==> src/rtl/kgp_ctrl_sequencer.sv <==
// rtl/kgp_ctrl_sequencer.sv - multi-cycle fetch/decode/exec/mem/wb control sequencer for the KGP core
module kgp_ctrl_sequencer #(
   parameter int MEM_TIMEOUT = 15,
   parameter int CNT_W       = 4
) (
   input  logic       clk,
   input  logic       rst,
   input  logic [2:0] opclass,
   input  logic       alu_carry,
   input  logic       mem_ready,
   output logic       ir_we,
   output logic       reg_we,
   output logic       mem_req,
   output logic       mem_we,
   output logic       pc_we,
   output logic [2:0] pc_update,
   output logic       carry_q,
   output logic [2:0] state,
   output logic       halted,
   output logic       mem_err
);

   localparam logic [2:0] S_FETCH  = 3'd0;
   localparam logic [2:0] S_DECODE = 3'd1;
   localparam logic [2:0] S_EXEC   = 3'd2;
   localparam logic [2:0] S_MEM    = 3'd3;
   localparam logic [2:0] S_WB     = 3'd4;
   localparam logic [2:0] S_BRANCH = 3'd5;
   localparam logic [2:0] S_HALT   = 3'd6;

   localparam logic [2:0] OP_STORE = 3'd3;
   localparam logic [CNT_W-1:0] WAIT_LAST = CNT_W'(MEM_TIMEOUT - 1);

   logic [2:0]       state_d;
   logic [2:0]       op_q;
   logic [CNT_W-1:0] wait_cnt;
   logic             mem_phase;
   logic             timeout;

   assign mem_phase = (state == S_FETCH) || (state == S_MEM);
   assign timeout   = mem_phase && !mem_ready && (wait_cnt == WAIT_LAST);

   always_comb begin
      state_d = S_HALT;
      case (state)
         S_FETCH:  state_d = mem_ready ? S_DECODE : (timeout ? S_HALT : S_FETCH);
         S_DECODE: begin
            case (opclass)
               3'd0, 3'd1, 3'd2, 3'd3: state_d = S_EXEC;
               3'd4, 3'd5, 3'd6:       state_d = S_BRANCH;
               default:                state_d = S_HALT;
            endcase
         end
         // classes 2/3 (load/store) share bit 1; 0/1 are ALU
         S_EXEC:   state_d = op_q[1] ? S_MEM : S_WB;
         S_MEM: begin
            if (mem_ready)
               state_d = (op_q == OP_STORE) ? S_FETCH : S_WB;
            else
               state_d = timeout ? S_HALT : S_MEM;
         end
         S_WB:     state_d = S_FETCH;
         S_BRANCH: state_d = S_FETCH;
         default:  state_d = S_HALT;
      endcase
   end

   always_ff @(posedge clk or negedge rst) begin
      if (!rst) begin
         state    <= S_FETCH;
         carry_q  <= 1'b0;
         mem_err  <= 1'b0;
         halted   <= 1'b0;
         wait_cnt <= '0;
         op_q     <= 3'd0;
      end else begin
         state  <= state_d;
         halted <= (state_d == S_HALT);
         if (timeout)
            mem_err <= 1'b1;
         if (state == S_DECODE)
            op_q <= opclass;
         if ((state == S_EXEC) && !op_q[1])
            carry_q <= alu_carry;
         // any exit from a waiting access state leaves the counter cleared
         if (mem_phase && !mem_ready && !timeout)
            wait_cnt <= wait_cnt + CNT_W'(1);
         else
            wait_cnt <= '0;
      end
   end

   always_comb begin
      ir_we     = 1'b0;
      reg_we    = 1'b0;
      mem_req   = 1'b0;
      mem_we    = 1'b0;
      pc_we     = 1'b0;
      pc_update = 3'b000;
      if (rst) begin
         case (state)
            S_FETCH: begin
               mem_req = 1'b1;
               ir_we   = mem_ready;
            end
            S_MEM: begin
               mem_req = 1'b1;
               mem_we  = (op_q == OP_STORE);
               if (mem_ready && (op_q == OP_STORE)) begin
                  pc_we     = 1'b1;
                  pc_update = 3'b001;
               end
            end
            S_WB: begin
               reg_we    = 1'b1;
               pc_we     = 1'b1;
               pc_update = 3'b001;
            end
            S_BRANCH: begin
               pc_we = 1'b1;
               case (op_q)
                  3'd4:    pc_update = 3'b100;
                  3'd5:    pc_update = 3'b010;
                  3'd6:    pc_update = 3'b011;
                  default: pc_update = 3'b000;
               endcase
            end
            default: ;
         endcase
      end
   end

endmodule

==> config.mk <==
export PLATFORM = sky130hd
export DESIGN_NAME = kgp_ctrl_sequencer
export DESIGN_NICKNAME = d
export VERILOG_FILES = /design/src/rtl/kgp_ctrl_sequencer.sv
export SDC_FILE = /design/constraint.sdc
export NUM_CORES = 1
export LEC_CHECK = 0
export CAP_MARGIN = 5
export CELL_PAD_IN_SITES_DETAIL_PLACEMENT = 2
export CELL_PAD_IN_SITES_GLOBAL_PLACEMENT = 2
export CORE_MARGIN = 4
export CORE_UTILIZATION = 28
export CTS_CLUSTER_SIZE = 28
export DETAILED_ROUTE_END_ITERATION = 7
export GPL_TIMING_DRIVEN = 1
export PLACE_DENSITY = 0.87
export SLEW_MARGIN = 20
export SYNTH_ARGS = -nofsm -noshare
export SYNTH_HDL_FRONTEND = slang
export SYNTH_SLANG_ARGS = --single-unit
==> constraint.sdc <==
create_clock -name clk -period 1.72 [get_ports clk]
set_input_delay 0.516 -clock clk [delete_from_list [all_inputs] [get_ports clk]]
set_output_delay 0.516 -clock clk [all_outputs]
set_load 0.05 [all_outputs]
==> results.json, run 1 <==
{
  "synth_cell_type_count": 35,
  "grt_start_max_net_pins": 11,
  "synthFlopType": "dfrtp_1",
  "status": "did not finish",
  "synth_seq_cells": 13,
  "ctsRootBufferMaster": "clkbuf_4",
  "haltStage": "global routing",
  "port_buffers": 20,
  "place_area_um2": 1340,
  "die_w_um": 60.8,
  "yosysTopAreaCell": "dfrtp_1",
  "synth_warnings": 0,
  "worstEndpointGrtRepair": "mem_we",
  "die_y_um": 60.8,
  "synth_edf_count": 0,
  "place_congestion": 0.755,
  "cts_sinks": 13,
  "error": "[ERROR DPL-0033] detailed placement checks failed during check placement.",
  "cts_buffers": 3,
  "synthArstFlopShare_pct": 100,
  "row_count": 18,
  "synth_cells": 79,
  "syn_area_per_cell_um2": 9.87,
  "pin_count": 21,
  "ys_seq_area_share_pct": 41.7,
  "antenna_found_initial": 0,
  "htreeDepth": 1,
  "ys_top_cells_by_area": "dfrtp_1 42%, nor2b_1 4.8%, nand2_1 3.4%, nor2_1 3.4%, xnor2_1 3.4%",
  "synth_top_area_share_pct": 41.7,
  "ctsHoldBuffers": 0,
  "worst-ep-kind": "primary output",
  "clock_path_buffers": 2,
  "synth_fp_nets": 88,
  "dp_hpwl_um": 2220,
  "netlist_area_um2": 779,
  "start_util_pct": 30.4
}
## cells by family after synthesis
group,count (synthesis),synth area share [%]
flops,13,41.7
simple gates,36,26.8
compound gates,13,13.3
xor+xnor,4,4.50
fa+ha+maj,2,3.21
buf+inv,7,4.81
mux,4,5.62
## cell usage after synthesis (2+ instances only)
library cell and count:
dfrtp_1 13, o21ai_0 3, nand2_1 7, a22oi_1 2, and2_1 2, and3_1 2, nor2_1 7, nand3_1 2
xnor2_1 3, buf_2 3, nor3b_2 2, ha_1 2, inv_1 3, nor2b_1 6, mux2_1 2
## stage by stage
stage	worst slack (ps)	cells	setup TNS, ps
floorplan	-398	79	-1580
CTS	-342	159	-2280
global placement	-438	144	-4120
detailed placement	-485	144	-4780
## timing repair
action,4_1_cts
resized for setup,21
pin swaps,10
setup buffers,12
endpoints found under the setup margin,9
==> run 2, diff against run 1 <==
CELL_PAD_IN_SITES_DETAIL_PLACEMENT = unset   (was 2)
CELL_PAD_IN_SITES_GLOBAL_PLACEMENT = unset   (was 2)
CORE_AREA = 4 4 65 67   (was unset)
CORE_MARGIN = unset   (was 4)
CORE_UTILIZATION = unset   (was 28)
CTS_CLUSTER_SIZE = unset   (was 28)
DIE_AREA = 0 0 69 71   (was unset)
PLACE_DENSITY = unset   (was 0.87)
PLACE_DENSITY_LB_ADDON = 0.15   (was unset)
==> run 2 against run 1 <==
Compared with the run above: the flow now finishes, with violations (negative setup slack); area after synthesis did not move; synthesized cell count did not move.
==> results.json, run 2 <==
{
  "status": "finished with violations",
  "violations": "negative setup slack",
  "grt_pass1_vias": 788,
  "core_area_um2": 3630,
  "maxSlewViolCount": 0,
  "diodes": 0,
  "clock_latency_ps": 240,
  "power_density_nw_per_um2": 1680,
  "place_congestion": 0.779,
  "cp_max_fo": 3,
  "netlist_area_um2": 779,
  "ys_seq_area_share_pct": 41.7,
  "crit_chain": "nand4b_1, nor3b_2, buf_4, and2_4, buf_12",
  "row_count": 22,
  "track_usage_pct": 9.22,
  "path_buf_inv": 2,
  "crit_slowest_cell": "dfrtp_1",
  "drt-total-wl_um": 2120,
  "clock_path_buffers": 2,
  "arrival_ps": 1450,
  "synth_edf_count": 0,
  "worstMarginPinSlew_ps": 307,
  "synth_cell_type_count": 35,
  "crit_path_max_incr_delay_ps": 370,
  "drive_gt1_share_pct": 53.2,
  "synth_cells": 79,
  "dp_hpwl_um": 1580,
  "p_leak_nw": 0.689,
  "drcViolationCount": 0,
  "setup_viol": 8,
  "critPathKind": "reg -> out",
  "worstHoldPathType": "reg -> reg",
  "synth_top_area_share_pct": 41.7,
  "ctsHoldBuffers": 0,
  "clkSlewWorstSetupHoldPaths_ps": 60,
  "regMostFlops": "wait_cnt",
  "dr.pass1.iters": 2,
  "port_buffers": 20,
  "dp_slack_ps": -482,
  "die_w_um": 69,
  "synthArstFlopShare_pct": 100,
  "cts_sinks": 13,
  "die_y_um": 71,
  "nets": 136,
  "dieArea_um2": 4900,
  "fin_worst_skew_ps": 2.51,
  "r2r_cells": 6,
  "reg2reg_to": "halted$_DFF_PN0_",
  "biggestRegsByFlops": "wait_cnt (4), op_q (3), state (3)",
  "synth_warnings": 0,
  "cp-start-kind": "register",
  "r2r_setup_slack_ps": 110,
  "hp-start": "wait_cnt[0]$_DFF_PN0_",
  "period_share_pct": 115,
  "final.setup.tns_ps": -1630,
  "synthFlopType": "dfrtp_1",
  "synth_fp_nets": 88,
  "synth_seq_cells": 13,
  "antenna_found_initial": 0,
  "power_w": 0.00257,
  "largest_reg_flops": 4,
  "ir_drop_v": 0.000723,
  "grt_start_max_net_pins": 11,
  "routedWlPerCell_um": 12.2,
  "syn_area_per_cell_um2": 9.87,
  "ant_nets": 0,
  "vias": 740,
  "yosysTopAreaCell": "dfrtp_1",
  "whs_endpoint": "wait_cnt[0]$_DFF_PN0_",
  "rr_startpoint": "wait_cnt[0]$_DFF_PN0_",
  "grt_pass1_wl_um": 3660,
  "vias_per_cell": 4.25,
  "fin_ws_ps": -250,
  "hold_viol_final": 0,
  "required_ps": 1200,
  "ctsRootBufferMaster": "clkbuf_8",
  "whs_ps": 488,
  "synth_common_cells": "13 x dfrtp_1, 7 x nand2_1, 7 x nor2_1, 6 x nor2b_1",
  "ys_top_cells_by_area": "dfrtp_1 42%, nor2b_1 4.8%, nand2_1 3.4%, nor2_1 3.4%, xnor2_1 3.4%",
  "syn_to_final_growth_pct": 96.5,
  "final_common_cell": "buf_4",
  "final_core_util_pct": 42.1,
  "pin_count": 21,
  "min_delay_path_depth": 1,
  "clock.fmax_ghz": 0.508,
  "final_cell_mix": "22 x buf_4, 15 x buf_12, 10 x dfrtp_1, 5 x nor2_1, 5 x nand2_1",
  "start_util_pct": 21.5,
  "htreeDepth": 1,
  "rsz0062_at_grt": "true",
  "yosysMostFrequentCell": "dfrtp_1",
  "overflow": 0,
  "max_slew_margin_pct": 79.3,
  "end_kind": "primary output",
  "period_minus_slack_ps": 1970,
  "cts_tree": "yes",
  "drtIter0Drc": 14,
  "drv_cap": 0,
  "cpLargestDelayFamily": "simple AND/OR/NAND/NOR gates",
  "cts_buffers": 3
}
[run 2: area by class of cell]
class	instances	area, um2
well taps	48	60.1
fillers	376	2100
clock buffers	3	41.3
flip-flops and latches	13	329
clock inverters	1	5.00
multi-input cells	59	513
repair buffers	47	572
inverters	3	11.3
[run 2: layer usage]
metal,GRT usage [%],vias up,part of all wire [%]
met3,1.70,4,2.9
met2,15.8,14,52
met4,4.56,0,1.9
met1,11.1,350,43
met5,0,-,0
li1,-,372,-
[run 2: kinds of logic (layout without fill, tap and decap cells)]
logic type / Yosys count / in the layout / share of synthesized area [%]
AOI/OAI and AO/OA: 13 / 13 / 13.3
xor gates and xnor gates: 4 / 4 / 4.50
adders and majority gates: 2 / 2 / 3.21
buffers and inverters: 7 / 54 / 4.81
DFF: 13 / 13 / 41.7
muxes: 4 / 4 / 5.62
and+or+nand+nor: 36 / 36 / 26.8
[run 2: report_power, final]
| part | internal (W) | total, W | switching (W) | leakage, nW |
|---|---|---|---|---|
| Sequential | 0.000415 | 0.000523 | 0.000107 | 0.165 |
| Combinational | 0.000937 | 0.00176 | 0.000825 | 0.498 |
| Clock | 0.000160 | 0.000280 | 0.000120 | 0.0255 |
| Total | 0.00151 | 0.00257 | 0.00105 | 0.689 |
[run 2: worst max path at each step]
stage	startpoint	endpoint	slack, ps	cells past startpoint
5_1_grt	op_q[2]$_DFFE_PN0P_	mem_we	-350	5
2_1_floorplan	state[2]$_DFF_PN0_	pc_update[2]	-400	4
6_report	op_q[2]$_DFFE_PN0P_	mem_we	-250	5
3_3_place_gp	rst	ir_we	-470	5
4_1_cts	state[1]$_DFF_PN0_	pc_update[1]	-290	5
3_5_place_dp	rst	ir_we	-480	5
[run 2: stage by stage]
stage / area [um2] / cells
floorplan: 853 / 79
global placement: 1370 / 161
detailed placement: 1370 / 161
CTS: 1480 / 170
global route: 1530 / 174
finish: 1530 / 174
[run 2: timing repair]
action | CTS | global route
setup buffers | 5 | 4
endpoints found under the setup margin | 9 | 8
gates resized for setup | 16 | 4
pin swaps | 9 | 7
Note: power is estimated with default switching activity, not from simulation.
